**src/rtl/mem_if_pkg.sv**
```systemverilog
// Shared definitions for the processor-side master of the slot-based BRAM port.
// Holds the state encodings and default slot timing.
package mem_if_pkg;

  localparam int SLOT_CYCLES_DEF   = 4;
  localparam int ADVANCE_PHASE_DEF = 1;
  localparam int CAPTURE_PHASE_DEF = 3;
  localparam int MAX_INST          = 28;

  typedef enum logic [3:0] {
    M_START,
    M_IDLE,
    M_ENTER_INST,
    M_FETCH,
    M_ARM_B,
    M_LOAD,
    M_ARM_P,
    M_STORE,
    M_FLUSH
  } m_state_t;

  typedef enum logic {
    PEER_IDLE,
    PEER_INST
  } peer_mode_t;

  typedef enum logic [1:0] {
    OP_FETCH,
    OP_LOAD,
    OP_STORE
  } op_t;

endpackage

```
**src/rtl/mem_port_master_slot_timer.sv**
```systemverilog
// Free-running slot phase counter; strobes are high during the cycle whose
// ending clk edge is the named phase edge.
module slot_timer #(
  parameter int SLOT_CYCLES   = 4,
  parameter int ADVANCE_PHASE = 1,
  parameter int CAPTURE_PHASE = 3
) (
  input  logic clk,
  input  logic rst_n,
  output logic boundary,
  output logic update,
  output logic capture
);

  localparam int PW = (SLOT_CYCLES > 2) ? $clog2(SLOT_CYCLES) : 1;

  logic [PW-1:0] phase;

  always_ff @(posedge clk or negedge rst_n) begin
    if (!rst_n) begin
      phase <= '0;
    end else if (phase == PW'(SLOT_CYCLES - 1)) begin
      phase <= '0;
    end else begin
      phase <= phase + 1'b1;
    end
  end

  assign boundary = (phase == PW'(ADVANCE_PHASE));
  assign update   = (phase == PW'(SLOT_CYCLES - 1));
  assign capture  = (phase == PW'(CAPTURE_PHASE));

endmodule

```
**src/rtl/mem_port_master.sv**
```systemverilog
// Processor-side initiator: turns fetch/load/store pulses into the responder's
// slot protocol while tracking the responder's IDLE/INST mode.
module mem_port_master
  import mem_if_pkg::*;
#(
  parameter int SLOT_CYCLES   = SLOT_CYCLES_DEF,
  parameter int ADVANCE_PHASE = ADVANCE_PHASE_DEF,
  parameter int CAPTURE_PHASE = CAPTURE_PHASE_DEF
) (
  input  logic        clk,
  input  logic        rst_n,
  input  logic        fetch_req,
  input  logic [7:0]  fetch_pc,
  input  logic        load_req,
  input  logic [7:0]  load_idx,
  input  logic        store_req,
  input  logic [7:0]  store_idx,
  input  logic [31:0] store_data,
  output logic        busy,
  output logic        done,
  output logic [7:0]  inst_out,
  output logic [31:0] load_data,
  output logic        r_inst,
  output logic        r_bram,
  output logic        r_processor,
  output logic [7:0]  address_out,
  output logic [7:0]  wr_byte,
  input  logic [7:0]  rd_byte
);

  logic       boundary;
  logic       update;
  logic       capture;
  m_state_t   state;
  peer_mode_t peer_mode;
  op_t        op;
  logic [7:0]  idx;
  logic [31:0] data;
  logic [1:0]  k;
  logic [2:0]  flush_cnt;
  logic [23:0] lo_bytes;

  slot_timer #(
    .SLOT_CYCLES  (SLOT_CYCLES),
    .ADVANCE_PHASE(ADVANCE_PHASE),
    .CAPTURE_PHASE(CAPTURE_PHASE)
  ) u_slot_timer (
    .clk     (clk),
    .rst_n   (rst_n),
    .boundary(boundary),
    .update  (update),
    .capture (capture)
  );

  always_ff @(posedge clk or negedge rst_n) begin
    if (!rst_n) begin
      state       <= M_START;
      peer_mode   <= PEER_IDLE;
      op          <= OP_FETCH;
      idx         <= '0;
      data        <= '0;
      k           <= '0;
      flush_cnt   <= '0;
      lo_bytes    <= '0;
      busy        <= 1'b1;
      done        <= 1'b0;
      inst_out    <= '0;
      load_data   <= '0;
      r_inst      <= 1'b0;
      r_bram      <= 1'b0;
      r_processor <= 1'b0;
      address_out <= '0;
      wr_byte     <= '0;
    end else begin
      done <= 1'b0;
      case (state)
        M_START: begin
          // The responder leaves its start state at the first boundary.
          if (boundary) begin
            state <= M_IDLE;
            busy  <= 1'b0;
          end
        end
        M_IDLE: begin
          if (!busy) begin
            if (store_req) begin
              op <= OP_STORE; idx <= store_idx; data <= store_data; busy <= 1'b1;
            end else if (load_req) begin
              op <= OP_LOAD; idx <= load_idx; busy <= 1'b1;
            end else if (fetch_req) begin
              op <= OP_FETCH; idx <= fetch_pc; busy <= 1'b1;
            end
          end else if (update) begin
            // Accepted request waits here so request lines only move at slot starts.
            k         <= '0;
            flush_cnt <= '0;
            case (op)
              OP_STORE: begin
                if (peer_mode == PEER_INST) begin
                  state <= M_FLUSH; r_bram <= 1'b1; address_out <= '0;
                end else begin
                  state <= M_ARM_P; r_processor <= 1'b1; address_out <= idx;
                end
              end
              OP_LOAD: begin
                address_out <= idx;
                if (peer_mode == PEER_INST) begin
                  state <= M_ARM_B; r_bram <= 1'b1;
                end else begin
                  state <= M_ENTER_INST; r_inst <= 1'b1;
                end
              end
              default: begin
                address_out <= idx;
                if (peer_mode == PEER_INST) begin
                  state <= M_FETCH;
                end else begin
                  state <= M_ENTER_INST; r_inst <= 1'b1;
                end
              end
            endcase
          end
        end
        M_ENTER_INST: begin
          if (update) begin
            r_inst    <= 1'b0;
            peer_mode <= PEER_INST;
            if (op == OP_LOAD) begin
              state <= M_ARM_B; r_bram <= 1'b1;
            end else begin
              state <= M_FETCH;
            end
          end
        end
        M_FETCH: begin
          if (capture) inst_out <= rd_byte;
          if (update) begin
            state <= M_IDLE; busy <= 1'b0; done <= 1'b1;
          end
        end
        M_ARM_B: begin
          if (update) begin
            r_bram <= 1'b0; state <= M_LOAD; k <= '0;
          end
        end
        M_LOAD: begin
          // Last byte goes straight into load_data so the word changes in one step.
          if (capture) begin
            case (k)
              2'd0:    lo_bytes[7:0]   <= rd_byte;
              2'd1:    lo_bytes[15:8]  <= rd_byte;
              2'd2:    lo_bytes[23:16] <= rd_byte;
              default: load_data       <= {rd_byte, lo_bytes};
            endcase
          end
          if (update) begin
            if (k == 2'd3) begin
              peer_mode <= PEER_IDLE;
              state <= M_IDLE; busy <= 1'b0; done <= 1'b1;
            end else begin
              k <= k + 2'd1;
            end
          end
        end
        M_FLUSH: begin
          if (update) begin
            r_bram <= 1'b0;
            if (flush_cnt == 3'd4) begin
              peer_mode <= PEER_IDLE;
              state <= M_ARM_P; r_processor <= 1'b1; address_out <= idx;
            end else begin
              flush_cnt <= flush_cnt + 3'd1;
            end
          end
        end
        M_ARM_P: begin
          if (update) begin
            r_processor <= 1'b0; state <= M_STORE; k <= '0; wr_byte <= data[7:0];
          end
        end
        M_STORE: begin
          if (update) begin
            if (k == 2'd3) begin
              state <= M_IDLE; busy <= 1'b0; done <= 1'b1;
            end else begin
              k       <= k + 2'd1;
              wr_byte <= data[{k + 2'd1, 3'b000} +: 8];
            end
          end
        end
        default: begin
          state <= M_IDLE; busy <= 1'b0;
        end
      endcase
    end
  end

endmodule

```
**config.mk**
```make
export PLATFORM = sky130hd
export DESIGN_NAME = mem_port_master
export DESIGN_NICKNAME = d
export VERILOG_FILES = /design/src/rtl/mem_if_pkg.sv /design/src/rtl/mem_port_master_slot_timer.sv /design/src/rtl/mem_port_master.sv
export SDC_FILE = /design/constraint.sdc
export NUM_CORES = 1
export LEC_CHECK = 0
export ABC_CLOCK_PERIOD_IN_PS = 2800
export CAP_MARGIN = 20
export CORE_ASPECT_RATIO = 0.9
export CORE_MARGIN = 1.5
export CORE_UTILIZATION = 45
export DETAILED_ROUTE_END_ITERATION = 8
export PLACE_DENSITY_LB_ADDON = 0.08
export SYNTH_ARGS = -nofsm -noshare
export SYNTH_HDL_FRONTEND = slang
export SYNTH_SLANG_ARGS = --single-unit
```
**constraint.sdc**
```tcl
create_clock -name clk -period 2.8 [get_ports clk]
set_input_delay 0.56 -clock clk [delete_from_list [all_inputs] [get_ports clk]]
set_output_delay 0.56 -clock clk [all_outputs]
set_load 0.03 [all_outputs]
```
Word-level counts from Yosys, hierarchy flattened --
Cells that the tools add are included.
Storage, ports and cells: flip-flop bits (word level) 139, bits of input ports 69, output and inout bits 61, logic and storage cells 180
Cells by class: $add $sub $neg 3, eq/ne operators 40, shifts and indexed selects 1, multiplexer cells 80, bitwise operators 3, reduce and logical (&&, ||, !) cells 33
Operator list (number):
- $mux 8 | 12
- $mux 4 | 12
- $ne 2x2->1 const B | 21
- $pmux 4 s8 | 1
- $pmux 8 s2 | 2
- $shiftx 32x6->8 | 1
- $mux 1 | 30
- $mux 3 | 6
- $reduce_and 3->1 | 6
- $eq 4x3->1 const B | 4
- $mux 2 | 8
- $reduce_and 8->1 | 2
- $reduce_and 5->1 | 3
- $reduce_bool 3->1 | 5
- $reduce_and 6->1 | 2
- $reduce_and 11->1 | 1
- $pmux 1 s3 | 3
- $eq 2x2->1 const B | 4
- $eq 4x2->1 const B | 2
- $pmux 4 s2 | 1
- $reduce_and 4->1 | 2
- $reduce_or 2->1 | 4
- $eq 2x1->1 const B | 3
- $ne 2x1->1 const B | 3
- 16 further kinds | 22

Longest topological paths before layout --
Gate-level depths: netlist of the first run.
word-level depth 6, depth in mapped cells 8, gate-level depth less buffers 6

By module --
Synthesis of the first run repeated with hierarchy kept, for this count alone.
Second synthesis, totals: cell total of the unflattened synthesis 495, area, all modules 6398.6 um^2
Modules (own cells, without submodules):
- mem_port_master | times used 1, cells each 487, area each 6304.8 um^2, sequential area each 3429.5 um^2
- slot_timer | times used 1, cells each 8, area each 93.8 um^2, sequential area each 50.0 um^2

Worst setup path before layout of the first run --
OpenSTA, ideal clock, no wires.
kind register -> register, start point register k[0], end point register wr_byte[0], setup time 0.137 ns, arrival 2.155 ns, data required time 2.663 ns, slack 0.509 ns, cell stages (with the launch flop) 9, path buffers 2, period minus slack after synthesis 2.291 ns, cell sequence dfrtp_1 > clkbuf_1 > clkinv_1 > ha_1 > clkbuf_1 > inv_1 > a21oi_2 > mux2i_1 > a21oi_1
Between the ends: longest elaborated chain between the ends 5, elaborated cells between the ends (all ways) 8, those cells by class add/sub (1); eq/ne (2); shift (1); mux (3); reduce/logical (1)
Ends and longest elaborated chain:
- start, declared | RTL line mem_port_master.sv:39 | logic [1:0] k;
- start signal, assigned | RTL line mem_port_master.sv:161 | k <= k + 2'd1;
- start signal, assigned | RTL line mem_port_master.sv:186 | k <= k + 2'd1;
- $add 2x1->2 | RTL line mem_port_master.sv:187 | wr_byte <= data[{k + 2'd1, 3'b000} +: 8];
- $shiftx 32x6->8 | RTL line mem_port_master.sv:187
- $mux 8 | RTL line mem_port_master.sv:183 | if (k == 2'd3) begin
- $mux 8 | RTL line mem_port_master.sv:182 | if (update) begin
- $pmux 8 s2 | RTL line mem_port_master.sv:76 | case (state)
- end signal, assigned | RTL line mem_port_master.sv:187
- end, declared | RTL line mem_port_master.sv:27 | output logic [7:0] wr_byte,
Several ways; a longest one is shown, not always the timed one. The select of a mux whose other input is x is not followed. A chain may end at the register's enable or synchronous reset.

Worst setup path in the final report of the first run --
start point register busy, end point output busy
RTL lines:
- start, declared | RTL line mem_port_master.sv:19 | output logic busy,
- start signal, assigned | RTL line mem_port_master.sv:65 | busy <= 1'b1;
- start signal, assigned | RTL line mem_port_master.sv:81 | busy <= 1'b0;
- start signal, assigned | RTL line mem_port_master.sv:87 | op <= OP_STORE; idx <= store_idx; data <= store_data; busy <= 1'b1;
No word-level cell between the ends.

==> results_dict.tcl, run 1 <==
set metrics [dict create \
    numCtsBuffers 17 \
    reg2reg_from "state[1]$_DFFE_PN0P_" \
    ff2ff_setup_slack_ns 0.56 \
    hold_viol 0 \
    path_clk_slew_ns 0.06 \
    num_rows 41 \
    ir_worst_vdd_mv 0.481 \
    final.setup.tns_ns 0 \
    syn_area_mm2 0.00647 \
    cap_violations 0 \
    clockBufferDepth 2 \
    cp_data_arrival_time_ns 1.81 \
    place.port_buffers 129 \
    clk_latency_ns 0.41 \
    synth_warnings 0 \
    cts_sinks 139 \
    drc_errors 0 \
    die_h_um 117 \
    htree_levels 4 \
    timing.rr.end "state[1]$_DFFE_PN0P_" \
    status "finished, final reports clean" \
    cts_root_buf "clkbuf_16" \
    worst-path-max-fanout 9 \
    grt_pass1_wl_mm 22.3 \
    synth-edff-count 0 \
    avgSynthCellArea_um2 12.8 \
    criticalPathCategory "reg -> out" \
    max_freq_mhz 422 \
    report.final.slew_viol_count 0 \
    vias 4403 \
    critPathSlowestCell "clkdlybuf4s50_1" \
    max-slew-margin-rel_pct 56.2 \
    power.density_mw_per_mm2 980 \
    stdcell_area_mm2 0.00854 \
    synth_fp_nets 586 \
    die_w_um 129 \
    grt_overflow 0 \
    crit_path_end_kind "output port" \
    grt_max_degree 58 \
    cpPeakStageDelay_ns 0.72 \
    cts_tree "yes" \
    seq_area_frac_synth_pct 53.8 \
    syn_to_final_growth_pct 32.0 \
    initialDrtViolationCount 187 \
    p_clk_share_pct 26.3 \
    place_hpwl_mm 9.67 \
    p_leak_nw 3.86 \
    fillCellCount 1156 \
    power_frac_comb_pct 37.4 \
    wl_mm 13.8 \
    finalClockSkew_ns 0.00625 \
    netlist_instances 507 \
    switching_share_pct 32.9 \
    vias_per_cell 5.20 \
    postCtsSetupBuffers 0 \
    holdBufCountCts 0 \
    p_sw_mw 2.75 \
    synthFlopType "dfrtp_1" \
    ys_ff_latch 139 \
    tightest_slew_ns 0.650 \
    finalNetCount 719 \
    place_area_mm2 0.00795 \
    ctsResizeCount 0 \
    routedWlPerCell_um 16.3 \
    antenna_found_initial 0 \
    r2r_cells 5 \
    grt_pass1_vias 4385 \
    hp-class "in -> async" \
    fin_crit_ns 2.37 \
    crit_path_cell_trace "clkdlybuf4s50_1" \
    insertedDiodeCount 0 \
    path_buf_inv 1 \
    synth.distinct_cells 62 \
    pin_count 130 \
    gp_congestion 0.820 \
    grtUsageTotal_pct 19.5 \
    power.internal_mw 5.62 \
    seq_power_share_pct 36.3 \
    worst_setup_path_start_kind "flop" \
    ant_nets 0 \
    die_area_mm2 0.0151 \
    initial_core_util_pct 46.0 \
    final_layout_size_suffix_gt1_share_pct 25.4 \
    core_area_mm2 0.0141 \
    rsz0062_at_grt "no" \
    first_pass_iters 4 \
    critical_path.top_delay_family "buffers and inverters" \
    async_reset_ff_share_pct 100 \
    required_ns 2.24 \
    fin_crit_sh_pct 84.7 \
    setup_viol 0 \
]
==> cells in the mapped netlist, drive strengths merged, types with 4 or more instances <==
library cell    n  area share, %
nor2           25            1.7
mux2i          25            3.9
nand2          33            2.0
clkbuf         11           0.64
o221a           7            1.2
ha             10            1.9
a2bb2oi         5           0.68
nor3            4           0.31
o21ai          21            1.7
nand2b          4           0.39
dfrtp         138             53
mux2           99             19
buf            16            1.7
or2             7           0.68
a21oi          17            1.4
inv            22            1.3
or4b            4           0.62
==> power by group through the flow <==
stage,clock network [mW],registers (mW),logic (mW)
3_3_place_gp,0,3.05,3.11
3_5_place_dp,0,3.07,3.16
6_report,2.21,3.04,3.13
4_1_cts,2.25,3.05,3.16
2_1_floorplan,0,3.35,1.90
5_1_grt,2.35,3.13,3.41
==> kinds of logic after synthesis <==
kind of cell | count (synthesis) | share of synthesized area (%)
xor gates and xnor gates | 2 | 0.271
muxes | 124 | 22.8
AOI/OAI and AO/OA | 76 | 8.29
and+or+nand+nor | 106 | 9.24
buffers and inverters | 50 | 3.71
adders and majority gates | 10 | 1.93
DFF | 139 | 53.8
==> registers in the layout, indices dropped and copies added (netlist names) <==
signal and cells:
address_out 8, busy 1, data 32, done 1, flush_cnt 3, idx 8, inst_out 8, k 2
lo_bytes 24, load_data 32, op 2, peer_mode 1, r_bram 1, r_inst 1, r_processor 1, state 4
u_slot_timer.phase 2, wr_byte 8
==> metal layers <==
metal / GRT usage, % / vias up / wire (um)
met3: 5.45 / 15 / 760
li1: - / 2081 / -
met2: 30.5 / 142 / 6400
met4: 5.92 / 0 / 154
met5: 0 / - / 0
met1: 26.7 / 2165 / 6470
==> final cells by class <==
cell class | count | area [um2] | share of cell area [%]
Clock buffer | 22 | 474 | 5.55
Multi-Input combinational cell | 318 | 2750 | 32.2
Inverter | 23 | 86.3 | 1.01
Sequential cell | 139 | 3480 | 40.7
Clock inverter | 10 | 116 | 1.36
Tap cell | 193 | 241 | 2.83
Timing Repair Buffer | 141 | 1400 | 16.3
==> how the worst max path moves through the flow <==
stage | startpoint | end | slack (ns) | depth (start not counted)
after detailed placement | store_req | idx[2]$_DFFE_PN0P_ | 0.49 | 4
after global routing | k[0]$_DFFE_PN0P_ | wr_byte[3]$_DFFE_PN0P_ | 0.37 | 7
final | busy$_DFFE_PN1P_ | busy | 0.43 | 1
after CTS | busy$_DFFE_PN1P_ | busy | 0.41 | 1
after floorplan | k[0]$_DFFE_PN0P_ | wr_byte[0]$_DFFE_PN0P_ | 0.51 | 8
after global placement | state[1]$_DFFE_PN0P_ | state[1]$_DFFE_PN0P_ | 0.57 | 5
==> cells in the final DEF (no fill, tap or decap), types with 3 or more instances in the layout <==
cell type / Yosys / layout
or2_2: 7 / 7
nor3_1: 4 / 4
o221a_2: 7 / 7
o21ai_0: 20 / 20
nor2_1: 24 / 24
a31oi_1: 3 / 3
clkbuf_16: 0 / 17
or4b_2: 3 / 3
nand2_1: 32 / 32
a2bb2oi_1: 5 / 5
a32oi_1: 3 / 3
mux2_2: 69 / 69
clkinvlp_4: 0 / 5
nand2b_1: 4 / 4
nor3b_1: 3 / 3
clkbuf_8: 0 / 3
nor2b_1: 3 / 3
buf_4: 3 / 11
mux2_4: 29 / 29
a21oi_1: 16 / 16
mux2i_1: 25 / 25
ha_1: 10 / 10
dfrtp_1: 138 / 138
inv_1: 22 / 22
clkdlybuf4s50_1: 0 / 128
and3_1: 3 / 3
==> metrics by stage <==
step           cells  setup WS (ns)  power [mW]  utilization (%)  hold WS (ns)
4_1_cts          846          0.414        8.45             60.8        0.0950
2_1_floorplan    507          0.509        5.24                -         0.264
5_1_grt          846          0.370        8.88             60.8         0.110
3_3_place_gp     814          0.569        6.16             56.6         0.447
3_5_place_dp     814          0.487        6.22             56.6         0.463
6_report         846          0.429        8.37             60.8        0.0788
Note: power is estimated with default switching activity, not from simulation.
==> inputs of run 2 (changes only) <==
- ABC_CLOCK_PERIOD_IN_PS: 2800 -> 1970
- clock period: 2.8 -> 1.97 ns (I/O delays scaled with it)
==> run 2 against run 1 <==
Against the previous run: worst setup slack worse by 0.38 ns; register-to-register slack got worse by 0.51 ns; final cell count up 4.5%; die area did not move; critical endpoint is now state[1]$_DFFE_PN0P_; clock power increased by 50%; combinational power increased by 59%; sequential share of layout area down 2.2 points; non-clock buffer count grew 39; wire length rose by 7.7%; sequential power is 42% higher.
==> results_dict.tcl, run 2 (synthesis gave the netlist of run 1 again) <==
set metrics [dict create \
    status "finished, final reports clean" \
    max_freq_mhz 521 \
    cts_root_buf "clkbuf_16" \
    initialDrtViolationCount 170 \
    gp_congestion 0.893 \
    final_layout_size_suffix_gt1_share_pct 30.8 \
    hold-worst-slack_ns 0.468 \
    reg2reg_from "u_slot_timer.phase[0]$_DFF_PN0_" \
    insertedDiodeCount 0 \
    initial_core_util_pct 46.0 \
    routedWlPerCell_um 16.8 \
    cp_data_arrival_time_ns 2.22 \
    p_leak_nw 4.13 \
    grtUsageTotal_pct 20.9 \
    pin_count 130 \
    path_clk_slew_ns 0.06 \
    critPathCapture "state[1]$_DFFE_PN0P_" \
    numCtsBuffers 17 \
    htree_levels 4 \
    r2r_cells 6 \
    first_pass_iters 4 \
    grt_overflow 0 \
    grt_pass1_wl_mm 23.9 \
    antenna_found_initial 0 \
    post-route-util_pct 64.3 \
    report.final.slew_viol_count 0 \
    fin_crit_sh_pct 97.5 \
    clockBufferDepth 2 \
    hold_path_depth 1 \
    postCtsSetupBuffers 0 \
    vias_per_cell 5.16 \
    finalClockSkew_ns 0.00788 \
    required_ns 2.27 \
    place_ws_ns -0.0307 \
    core_area_mm2 0.0141 \
    die_w_um 129 \
    vias 4561 \
    num_rows 41 \
    rsz0062_at_grt "yes" \
    ir_worst_vdd_mv 0.798 \
    final_cell_mix "dfrtp_1, clkdlybuf4s50_1, mux2_2" \
    hp-class "reg -> reg" \
    timing.rr.end "state[1]$_DFFE_PN0P_" \
    tightest_slew_ns 0.458 \
    grt_max_degree 45 \
    die_h_um 117 \
    worst_slack_ns 0.0500 \
    syn_to_final_growth_pct 39.7 \
    ant_nets 0 \
    finalNetCount 758 \
    place_hpwl_mm 10.6 \
    drc_errors 0 \
    crit_path_end_kind "flop" \
    cap_violations 0 \
    worst-path-max-fanout 6 \
    wl_mm 14.9 \
    place.port_buffers 129 \
    final.setup.tns_ns 0 \
    worst_setup_path_start_kind "flop" \
    cts_sinks 139 \
    setup_viol 0 \
    final_common_cell "dfrtp_1" \
    top_regs "data x32, load_data x32, lo_bytes x24" \
    clk_latency_ns 0.42 \
    grt_pass1_vias 4680 \
    cp-startpoint "u_slot_timer.phase[0]$_DFF_PN0_" \
    hold_viol 0 \
    cts_tree "yes" \
    criticalPathCategory "reg -> reg" \
    min_from "u_slot_timer.phase[0]$_DFF_PN0_" \
    ff2ff_setup_slack_ns 0.05 \
    fin_crit_ns 1.92 \
    power.density_mw_per_mm2 1400 \
    max-slew-margin-rel_pct 69.5 \
    die_area_mm2 0.0151 \
]
## run 2: cell types whose count changed in the layout (fill, tap and decap cells not counted), sizes merged
cell           previous run  this run
clkinvlp                  5         4
dlygate4sd3               0         1
dlygate4sd2               0         1
clkdlybuf4s50           128       127
clkinv                    4         3
buf                      13        50
inv                      22        23
bufinv                    2         3
## run 2: cell type report
type                       count  area [um2]
clock inverter                10         139
multi-input combinational    318        2790
inverter                      23        87.6
fill                        1071        5010
timing repair buffer         180        1820
sequential                   139        3480
clock buffer                  21         480
tap                          193         241
## run 2: power by group
group | switching (mW) | internal [mW] | leakage [nW]
registers | 0.562 | 3.76 | 1.72
logic | 2.36 | 2.62 | 2.12
clock network | 1.20 | 2.12 | 0.294
## run 2: worst min-delay path by stage
stage / endpoint
global placement: flush_cnt[0]$_DFFE_PN0P_
global route: u_slot_timer.phase[0]$_DFF_PN0_
CTS: u_slot_timer.phase[0]$_DFF_PN0_
floorplan: address_out[0]$_DFFE_PN0P_
finish: u_slot_timer.phase[0]$_DFF_PN0_
detailed placement: r_processor$_DFFE_PN0P_
## run 2: critical path, cell delays in order, from the launching register on
cell,delay (ns)
dfrtp_1,0.37
ha_1,0.21
buf_4,0.16
and3_1,0.27
o32ai_2,0.12
or3_4,0.35
mux2_1,0.31
## run 2: layer usage
layer | global-route usage [%] | wire length [um] | vias to the layer above
li1 | - | - | 2166
met1 | 27.8 | 6840 | 2263
met2 | 32.9 | 6920 | 116
met3 | 6.05 | 888 | 16
met4 | 7.42 | 199 | 0
met5 | 0 | 0 | -
## run 2: what timing repair did
item,4_1_cts,5_1_grt
resized for setup,2,8
cloned,0,1
pin swaps,0,1
endpoints found under the setup margin,2,41
hold buffers,1,0
endpoints found under the hold margin,40,0
## run 2: metrics by stage
step | instances | total power, mW | area [um2]
after global placement | 851 | 9.18 | 8350
after floorplan | 507 | 7.47 | 6480
final | 884 | 12.6 | 9040
after CTS | 883 | 12.7 | 8990
after global routing | 884 | 13.3 | 9040
after detailed placement | 851 | 9.30 | 8350
==> inputs of run 3 (changes only) <==
- CORE_MARGIN: 1.5 -> not set
- CORE_UTILIZATION: 45 -> 47
==> run 3 against run 2 <==
Against the previous run: non-clock buffer count decreased by 3; the flow now finishes with violations (design-rule violations); cell area is 0.69% lower; final cell count shrank 3.2%; critical path depth down 2; clock power decreased by 2%; first-iteration DRC count rose by 16%; combinational power down 2%.
==> results_dict.tcl, run 3 (synthesis gave the netlist of run 1 again) <==
set metrics [dict create \
    status "finished, violations left" \
    failed_checks "design-rule violations" \
    routedWlPerCell_um 16.6 \
    syn_to_final_growth_pct 38.8 \
    hp-class "in -> async" \
    place_hpwl_mm 10.3 \
    top_regs "data x32, load_data x32, lo_bytes x24" \
    vias_per_cell 5.37 \
    power_frac_comb_pct 39.0 \
    drc_errors 6 \
    gp_congestion 0.907 \
    final_common_cell "dfrtp_1" \
    ff2ff_setup_slack_ns 0.06 \
    p_sw_mw 4.04 \
    cp-startpoint "state[2]$_DFFE_PN0P_" \
    antenna_found_initial 0 \
    max_freq_mhz 524 \
    place.port_buffers 129 \
    worst-path-max-fanout 11 \
    max-slew-margin-rel_pct 63.0 \
    p_clk_share_pct 26.2 \
    required_ns 2.26 \
    cap_violations 0 \
    core_area_mm2 0.0134 \
    insertedDiodeCount 0 \
    place_area_mm2 0.00827 \
    total_power_mw 12.5 \
    grt_overflow 0 \
    report.final.slew_viol_count 0 \
    stdcell_area_mm2 0.00898 \
    timing.rr.end "state[1]$_DFFE_PN0P_" \
    clockBufferDepth 2 \
    r2r_cells 4 \
    cts_root_buf "clkbuf_16" \
    num_rows 40 \
    finalClockSkew_ns 0.00803 \
    power.internal_mw 8.44 \
    initial_core_util_pct 48.2 \
    grtUsageTotal_pct 21.1 \
    hold_viol 0 \
    critPathCapture "state[1]$_DFFE_PN0P_" \
    switching_share_pct 32.4 \
    die_h_um 113 \
    vias 4595 \
    tightest_slew_ns 0.550 \
    p_leak_nw 4.11 \
    final_cells 856 \
    crit_path_end_kind "flop" \
    die_w_um 126 \
    pin_count 130 \
    seq_power_share_pct 34.8 \
    cp_data_arrival_time_ns 2.19 \
    die_area_mm2 0.0142 \
    wl_mm 14.2 \
    final.setup.tns_ns 0 \
    cts_tree "yes" \
    final_layout_size_suffix_gt1_share_pct 31.0 \
    grt_pass1_wl_mm 23.4 \
    dpl.cell_count 822 \
    fillCellCount 1026 \
    criticalPathCategory "reg -> reg" \
    setup_viol 0 \
    htree_levels 4 \
    clk_latency_ns 0.41 \
    cts_sinks 139 \
    post-route-util_pct 66.9 \
    path_clk_slew_ns 0.06 \
    worst_setup_path_start_kind "flop" \
    power.density_mw_per_mm2 1390 \
    fin_crit_sh_pct 96.8 \
    first_pass_iters 7 \
    final_cell_mix "dfrtp_1, clkdlybuf4s50_1, mux2_2" \
    reg2reg_from "state[2]$_DFFE_PN0P_" \
    grt_pass1_vias 4739 \
    fin_crit_ns 1.91 \
    finalNetCount 755 \
    grt_max_degree 49 \
    numCtsBuffers 17 \
    initialDrtViolationCount 198 \
    ir_worst_vdd_mv 0.749 \
    ant_nets 0 \
]
==> run 3: per-stage QoR <==
| step | worst slack, ns | hold slack [ns] |
|---|---|---|
| floorplan | -0.0215 | 0.0984 |
| global placement | 0.0620 | 0.361 |
| detailed placement | 0.0272 | 0.366 |
| CTS | 0.00947 | 0.482 |
| global route | -0.00578 | 0.509 |
| finish | 0.0625 | 0.488 |
==> run 3: what timing repair did <==
| action | 4_1_cts | 5_1_grt |
|---|---|---|
| cloned | 0 | 1 |
| pin swaps | 0 | 3 |
| endpoints found under the hold margin | 44 | 0 |
| buffers inserted | 0 | 1 |
| hold buffers | 1 | 0 |
| gates resized for setup | 1 | 14 |
| endpoints found under the setup margin | 1 | 90 |
==> run 3: layout make-up <==
type / count / area, um2 / area share, %
inverter: 23 / 87.6 / 0.975
clock buffer: 21 / 470 / 5.24
timing repair buffer: 177 / 1790 / 19.9
clock inverter: 10 / 140 / 1.56
tap: 168 / 210 / 2.34
multi-input combinational: 318 / 2800 / 31.2
sequential: 139 / 3480 / 38.8
==> run 3: worst max-delay path, cell delays in order, from the launching register on <==
cell	delay (ns)
dfrtp_2	0.47
or4b_2	0.66
o32ai_2	0.15
or3_4	0.18
mux2_1	0.32
==> run 3: how the worst min path moves through the flow <==
| stage | start | endpoint | slack, ns | cells after the start |
|---|---|---|---|---|
| after detailed placement | rst_n | flush_cnt[1]$_DFFE_PN0P_ | 0.37 | 1 |
| final | rst_n | flush_cnt[0]$_DFFE_PN0P_ | 0.49 | 2 |
| after floorplan | rst_n | address_out[0]$_DFFE_PN0P_ | 0.1 | 0 |
| after global placement | rst_n | flush_cnt[0]$_DFFE_PN0P_ | 0.36 | 1 |
| after CTS | idx[1]$_DFFE_PN0P_ | idx[1]$_DFFE_PN0P_ | 0.48 | 2 |
| after global routing | lo_bytes[19]$_DFFE_PN0P_ | lo_bytes[19]$_DFFE_PN0P_ | 0.51 | 1 |
==> run 3: power groups by stage <==
stage | sequential (mW) | combinational, mW | clock (mW)
6_report | 4.34 | 4.87 | 3.27
2_1_floorplan | 4.76 | 2.71 | 0
3_3_place_gp | 4.33 | 4.71 | 0
5_1_grt | 4.46 | 5.26 | 3.47
3_5_place_dp | 4.37 | 4.80 | 0
4_1_cts | 4.34 | 4.82 | 3.34
==> run 3: per-layer routing <==
layer | wire length, um | track usage [%] | vias to the layer above
met1 | 6300 | 26.3 | 2287
met3 | 857 | 6.67 | 17
met4 | 175 | 7.32 | 0
met5 | 0 | 0 | -
li1 | - | - | 2159
met2 | 6880 | 34.8 | 132
